## src/rtl/sd_dac_pkg.sv

```systemverilog
// Shared definitions for the sigma-delta DAC sample scheduler.
// Holds the scheduler state encodings, statistics counter width and default sample width.
package sd_dac_pkg;

    typedef enum logic [1:0] {
        ST_IDLE     = 2'd0,
        ST_PRIME    = 2'd1,
        ST_RUN      = 2'd2,
        ST_UNDERRUN = 2'd3
    } sd_state_t;

    localparam int CNT_W      = 16;
    localparam int DEF_DATA_W = 16;

    localparam logic [CNT_W-1:0] CNT_MAX = {CNT_W{1'b1}};

endpackage

```

## src/rtl/sd_dac_sync_fifo.sv

```systemverilog
// Small synchronous sample FIFO with show-ahead head output.
// DEPTH must be a power of two so the read/write pointers wrap naturally.
// Pushes while full and pops while empty are ignored.
module sd_dac_sync_fifo #(
    parameter  int DATA_W = 16,
    parameter  int DEPTH  = 8,
    localparam int AW     = $clog2(DEPTH),
    localparam int LW     = $clog2(DEPTH) + 1
) (
    input  logic              clk,
    input  logic              reset,
    input  logic              push,
    input  logic [DATA_W-1:0] push_data,
    input  logic              pop,
    output logic [DATA_W-1:0] head,
    output logic [LW-1:0]     level,
    output logic              full,
    output logic              empty
);

    logic [DATA_W-1:0] mem [DEPTH];
    logic [AW-1:0]     wr_ptr;
    logic [AW-1:0]     rd_ptr;
    logic              do_push;
    logic              do_pop;

    assign full    = (level == LW'(DEPTH));
    assign empty   = (level == '0);
    assign do_push = push && !full;
    assign do_pop  = pop && !empty;
    assign head    = mem[rd_ptr];

    // Sample storage; contents are don't-care until written, so no reset is needed.
    always_ff @(posedge clk) begin
        if (do_push) begin
            mem[wr_ptr] <= push_data;
        end
    end

    // Pointers and occupancy; a simultaneous push and pop leaves the level unchanged.
    always_ff @(posedge clk or posedge reset) begin
        if (reset) begin
            wr_ptr <= '0;
            rd_ptr <= '0;
            level  <= '0;
        end else begin
            if (do_push) begin
                wr_ptr <= wr_ptr + AW'(1);
            end
            if (do_pop) begin
                rd_ptr <= rd_ptr + AW'(1);
            end
            case ({do_push, do_pop})
                2'b10:   level <= level + LW'(1);
                2'b01:   level <= level - LW'(1);
                default: level <= level;
            endcase
        end
    end

endmodule

```

## src/rtl/sd_dac_sample_scheduler.sv

```systemverilog
// Sigma-delta DAC interpolating-filter sequencer.
// Buffers upstream samples, primes the FIFO, then pulses filt_ce every CE_DIV clocks and
// loads a new sample into filt_data every INTERP_L pulses, counting underruns.
// Optional feature macro: SD_DAC_HOLD_LAST_EN -- when defined, an underrun repeats the last
// popped sample instead of presenting zero.
module sd_dac_sample_scheduler
    import sd_dac_pkg::*;
#(
    parameter  int DATA_W     = DEF_DATA_W,
    parameter  int FIFO_DEPTH = 8,
    parameter  int CE_DIV     = 4,
    parameter  int INTERP_L   = 2,
    parameter  int PRIME_LVL  = 2,
    localparam int LVL_W      = $clog2(FIFO_DEPTH) + 1
) (
    input  logic              clk,
    input  logic              reset,
    input  logic              run_en,
    input  logic              clr_stat,
    input  logic [DATA_W-1:0] s_data,
    input  logic              s_valid,
    output logic              s_ready,
    output logic              filt_ce,
    output logic [DATA_W-1:0] filt_data,
    output logic              sample_strobe,
    output logic [1:0]        state,
    output logic [LVL_W-1:0]  fifo_level,
    output logic [CNT_W-1:0]  underrun_cnt
);

    localparam int DIV_W = $clog2(CE_DIV);
    localparam int PH_W  = (INTERP_L > 1) ? $clog2(INTERP_L) : 1;

    sd_state_t         state_q;
    logic [DIV_W-1:0]  div_cnt;
    logic [PH_W-1:0]   ph_cnt;
    logic [DATA_W-1:0] fifo_head;
    logic [DATA_W-1:0] hold_value;
    logic              fifo_full;
    logic              fifo_empty;
    logic              active;
    logic              tick;
    logic              last_phase;
    logic              load_tick;
    logic              level_ok;
    logic              fifo_pop;
    logic              underrun_evt;

    assign active       = (state_q == ST_RUN) || (state_q == ST_UNDERRUN);
    assign tick         = active && (div_cnt == DIV_W'(CE_DIV - 1));
    assign last_phase   = (ph_cnt == PH_W'(INTERP_L - 1));
    assign load_tick    = tick && (ph_cnt == '0);
    assign level_ok     = (fifo_level >= LVL_W'(PRIME_LVL));
    assign fifo_pop     = run_en && load_tick && !fifo_empty;
    assign underrun_evt = run_en && load_tick && fifo_empty;
    assign s_ready      = !fifo_full;
    assign state        = state_q;

    sd_dac_sync_fifo #(
        .DATA_W (DATA_W),
        .DEPTH  (FIFO_DEPTH)
    ) u_fifo (
        .clk       (clk),
        .reset     (reset),
        .push      (s_valid),
        .push_data (s_data),
        .pop       (fifo_pop),
        .head      (fifo_head),
        .level     (fifo_level),
        .full      (fifo_full),
        .empty     (fifo_empty)
    );

`ifdef SD_DAC_HOLD_LAST_EN
    logic [DATA_W-1:0] last_sample;

    // Remember the most recently popped sample so an underrun can repeat it.
    always_ff @(posedge clk or posedge reset) begin
        if (reset) begin
            last_sample <= '0;
        end else if (fifo_pop) begin
            last_sample <= fifo_head;
        end
    end

    assign hold_value = last_sample;
`else
    assign hold_value = '0;
`endif

    // Scheduler FSM with CE divider, phase counter and registered filter-side outputs.
    always_ff @(posedge clk or posedge reset) begin
        if (reset) begin
            state_q       <= ST_IDLE;
            div_cnt       <= '0;
            ph_cnt        <= '0;
            filt_ce       <= 1'b0;
            sample_strobe <= 1'b0;
            filt_data     <= '0;
        end else begin
            filt_ce       <= 1'b0;
            sample_strobe <= 1'b0;
            if (!run_en) begin
                state_q   <= ST_IDLE;
                div_cnt   <= '0;
                ph_cnt    <= '0;
                filt_data <= '0;
            end else begin
                case (state_q)
                    ST_IDLE: begin
                        state_q <= ST_PRIME;
                        div_cnt <= '0;
                        ph_cnt  <= '0;
                    end
                    ST_PRIME: begin
                        div_cnt <= '0;
                        ph_cnt  <= '0;
                        if (level_ok) begin
                            state_q <= ST_RUN;
                        end
                    end
                    ST_RUN, ST_UNDERRUN: begin
                        if (tick) begin
                            div_cnt <= '0;
                            filt_ce <= 1'b1;
                            ph_cnt  <= last_phase ? '0 : ph_cnt + PH_W'(1);
                            if (load_tick) begin
                                sample_strobe <= 1'b1;
                                if (fifo_empty) begin
                                    filt_data <= hold_value;
                                    state_q   <= ST_UNDERRUN;
                                end else begin
                                    filt_data <= fifo_head;
                                    if ((state_q == ST_UNDERRUN) && level_ok) begin
                                        state_q <= ST_RUN;
                                    end
                                end
                            end
                        end else begin
                            div_cnt <= div_cnt + DIV_W'(1);
                        end
                    end
                    default: begin
                        state_q <= ST_IDLE;
                    end
                endcase
            end
        end
    end

    // Saturating underrun statistic; a clear wins over a coincident underrun.
    always_ff @(posedge clk or posedge reset) begin
        if (reset) begin
            underrun_cnt <= '0;
        end else if (clr_stat) begin
            underrun_cnt <= '0;
        end else if (underrun_evt && (underrun_cnt != CNT_MAX)) begin
            underrun_cnt <= underrun_cnt + CNT_W'(1);
        end else begin
            underrun_cnt <= underrun_cnt;
        end
    end

endmodule
```

## config.mk

```make
export PLATFORM = sky130hd
export DESIGN_NAME = sd_dac_sample_scheduler
export DESIGN_NICKNAME = d
export VERILOG_FILES = /design/src/rtl/sd_dac_pkg.sv /design/src/rtl/sd_dac_sync_fifo.sv /design/src/rtl/sd_dac_sample_scheduler.sv
export SDC_FILE = /design/constraint.sdc
export NUM_CORES = 1
export LEC_CHECK = 0
export ABC_AREA = 1
export BUFFER_PORTS_ARGS = -buffer_cell sky130_fd_sc_hd__buf_4
export CAP_MARGIN = 20
export CORE_MARGIN = 1
export CORE_UTILIZATION = 64
export CTS_CLUSTER_SIZE = 28
export DETAILED_ROUTE_END_ITERATION = 10
export HOLD_SLACK_MARGIN = 0.12
export PLACE_DENSITY = 0.85
export SYNTH_ARGS = -nofsm -noshare
export SYNTH_HDL_FRONTEND = slang
export SYNTH_SLANG_ARGS = --single-unit
```

## constraint.sdc

```tcl
create_clock -name clk -period 5.9 [get_ports clk]
set_input_delay 0.295 -clock clk [delete_from_list [all_inputs] [get_ports clk]]
set_output_delay 0.295 -clock clk [all_outputs]
set_load 0.1 [all_outputs]
```

==> results.toml <==
[clock_network]
cts_max_level = 4
cts_resized = 0
cts_tree = "done"
cts_buffer_depth = 2
clkLatencyLatePin_ns = 0.43
cts-root-buf = "clkbuf_16"
cts.clk_slew.worst_paths_ns = 0.07
cts_buffers = 17
clkSinkCount = 177
cts_setup_buffers = 0

[run_status]
status = "finished, final reports clean"

[route]
wl_per_cell_microns = 19.0
drc = 0
drtIter0Drc = 586
dr.pass1.iters = 6
drtAntennaViolNets = 0
vias_per_cell = 6.06
vias = 5486
postRouteWirelength_microns = 17200

[global_routing]
grt_usage = 0.304
overflow = 0
grt_pass1_wl_microns = 26500
antenna_found_initial = 0
grt_max_degree = 67
grt_pass1_vias = 5307

[placement]
dp.cells = 856
place.gp.congestion = 0.885
pre_cts_ws_ns = 2.92
hpwlAfterDp_microns = 9820
port_buffers = 61
placement.cell_area_sq_um = 8020

[synth]
synth.top_cells.by_count = "edfxtp_1 (128), nor2_1 (128), nand2_1 (123), o21ai_0 (70), dfrtp_1 (49)"
syn_area_sq_um = 7440
synth_area_per_cell_sq_um = 11.1
postSynthCellCount = 670
synthesis.nets = 698
yosys_warnings = 0
synth_edf_count = 128
synth-seq-area-share = 0.681
ys.flop_type = "edfxtp_1"
ys_seq_elements = 177
netlist.area_leader.share = 0.516
async_reset_ff_frac = 0.277
synth_cell_types = 30
yosysTopAreaCell = "edfxtp_1"
synth.area.top_cells = "edfxtp_1 (52%), dfrtp_1 (16%), nor2_1 (6.5%), nand2_1 (6.2%), o21ai_0 (4.7%)"

[floorplan]
ios = 62
fp.dieH_microns = 110
die_x_microns = 110
dieArea_sq_um = 12100
fp-row-count = 39
core_sq_um = 11400
initial_core_util = 0.655

[power]
p_per_area_nw_per_um2 = 365
ir_worst_vdd_v = 0.000308
p_leak_uw = 0.00341

[worst_setup_path]
end_kind = "flip-flop"
r2r_start = "u_fifo.level[1]"
cp_top_family = "adder cells"
required_ns = 6.25
rr_worst_depth = 10
arrival_ns = 3.38
regToRegEndpoint = "u_fifo.level[2]"
worstPathCellList = "nor2_1 -> nand2_1 -> nand2_1 -> clkinv_1 -> ha_1 -> xor2_1 -> ha_1 -> a21oi_1 -> xor2_1 -> o21ai_0"
crit_type = "flip-flop to flip-flop"
crit_cells = 10
cp.buffers_inverters = 1
r2r_setup_slack_ns = 2.87
crit_path_end = "u_fifo.level[2]"
critical_path.startpoint_type = "flip-flop"
max_stage_delay_ns = 0.60
path_max_fanout = 20
critPathLaunch = "u_fifo.level[1]"
slowest_stage = "clkinv_1"

[timing]
min_period_ns = 3.03
rsz0062_at_grt = "false"
setup_violations = 0
finalCritPeriodShare = 0.514
drv_slew = 0
skew_ns = 0.00669
hold_violations = 0
worst_slew_pin_slew_ns = 1.06
slew_headroom = 0.294
setup_tns_ns = 0
final.setup.worst_slack_ns = 2.87
max_freq_mhz = 330

[cells_and_area]
nFillCells = 660
fin_area_sq_um = 8800
fin_nets = 778
area_growth_pct = 18.2
instances_no_fill = 906
diodes = 0
drive_above_1_share = 0.155

[job]
drv_cap = 0

[worst_hold_path]
hold_class = "input pin to flip-flop"
power by group:
part           internal [uW]  total, uW  switching [uW]  leakage [uW]
Combinational            128        537             409       0.00131
Sequential              1500       1570            65.2       0.00182
Clock                    628       1110             479      0.000288
Total                   2260       3210             953       0.00341
kinds of logic after synthesis:
logic type / share of synthesized area
AOI/OAI and AO/OA: 0.0868
xor gates and xnor gates: 0.0118
adders and majority gates: 0.0118
and+or+nand+nor: 0.175
buffers and inverters: 0.0338
DFF: 0.681
tightest hold or removal path, cell delays in order:
cell and delay (ns):
buf_4 0.12, inv_2 0.08, a21oi_1 0.05
registers in the layout (all words and copies together) (netlist names), 2 cells and up:
name           flops
u_fifo.wr_ptr      3
u_fifo.mem       128
state              2
u_fifo.rd_ptr      3
underrun_cnt      16
u_fifo.level       4
div_cnt            2
filt_data         16
worst min-delay path by stage:
stage                     startpoint               end  slack (ns)  cells after the start
final                         run_en          state[1]        0.17                      3
after detailed placement  div_cnt[0]        div_cnt[0]        0.43                      1
after floorplan            s_data[0]  u_fifo.mem[0][0]        0.39                      0
after global placement    div_cnt[0]        div_cnt[0]        0.42                      1
after global routing          run_en           filt_ce        0.17                      3
after CTS                      reset          state[0]        0.16                      2
per-layer routing:
metal | wire length [microns] | vias up | global-route usage | part of all wire
met5 | 0 | - | 0 | 0
met4 | 543 | 0 | 0.167 | 0.032
met3 | 1340 | 52 | 0.0777 | 0.078
met2 | 8850 | 294 | 0.496 | 0.52
met1 | 6450 | 2652 | 0.370 | 0.38
li1 | - | 2488 | - | -
placed cells by master (no fill, tap or decap), drive strengths merged, types with 4 or more instances in the layout:
cell           n
nor2         132
edfxtp       128
nand2        124
buf           73
o21ai         70
dfrtp         49
o211ai        33
inv           30
nand3         29
nand4         17
clkbuf        17
dlygate4sd3   17
clkinv        12
xor2           9
ha             7
o21bai         4
metrics by stage:
step	total power, uW	hold WS [ns]	util
after global placement	2080	0.419	0.706
after CTS	3210	0.157	0.771
final	3210	0.170	0.774
after detailed placement	2110	0.428	0.706
after global routing	3320	0.173	0.774
after floorplan	1940	0.394	-
repair_timing:
action	in CTS	in global routing
endpoints found under the hold margin	128	49
hold buffers	16	1
endpoints found under the setup margin	0	0
cell type report:
| class | instances | area (sq um) | share of cell area |
|---|---|---|---|
| Sequential cell | 177 | 5070 | 0.576 |
| Multi-Input combinational cell | 434 | 2120 | 0.241 |
| Timing Repair Buffer | 90 | 731 | 0.0830 |
| Clock buffer | 17 | 425 | 0.0483 |
| Tap cell | 143 | 179 | 0.0203 |
| Clock inverter | 15 | 161 | 0.0183 |
| Inverter | 30 | 113 | 0.0128 |
(Power assumes the default switching activity.)
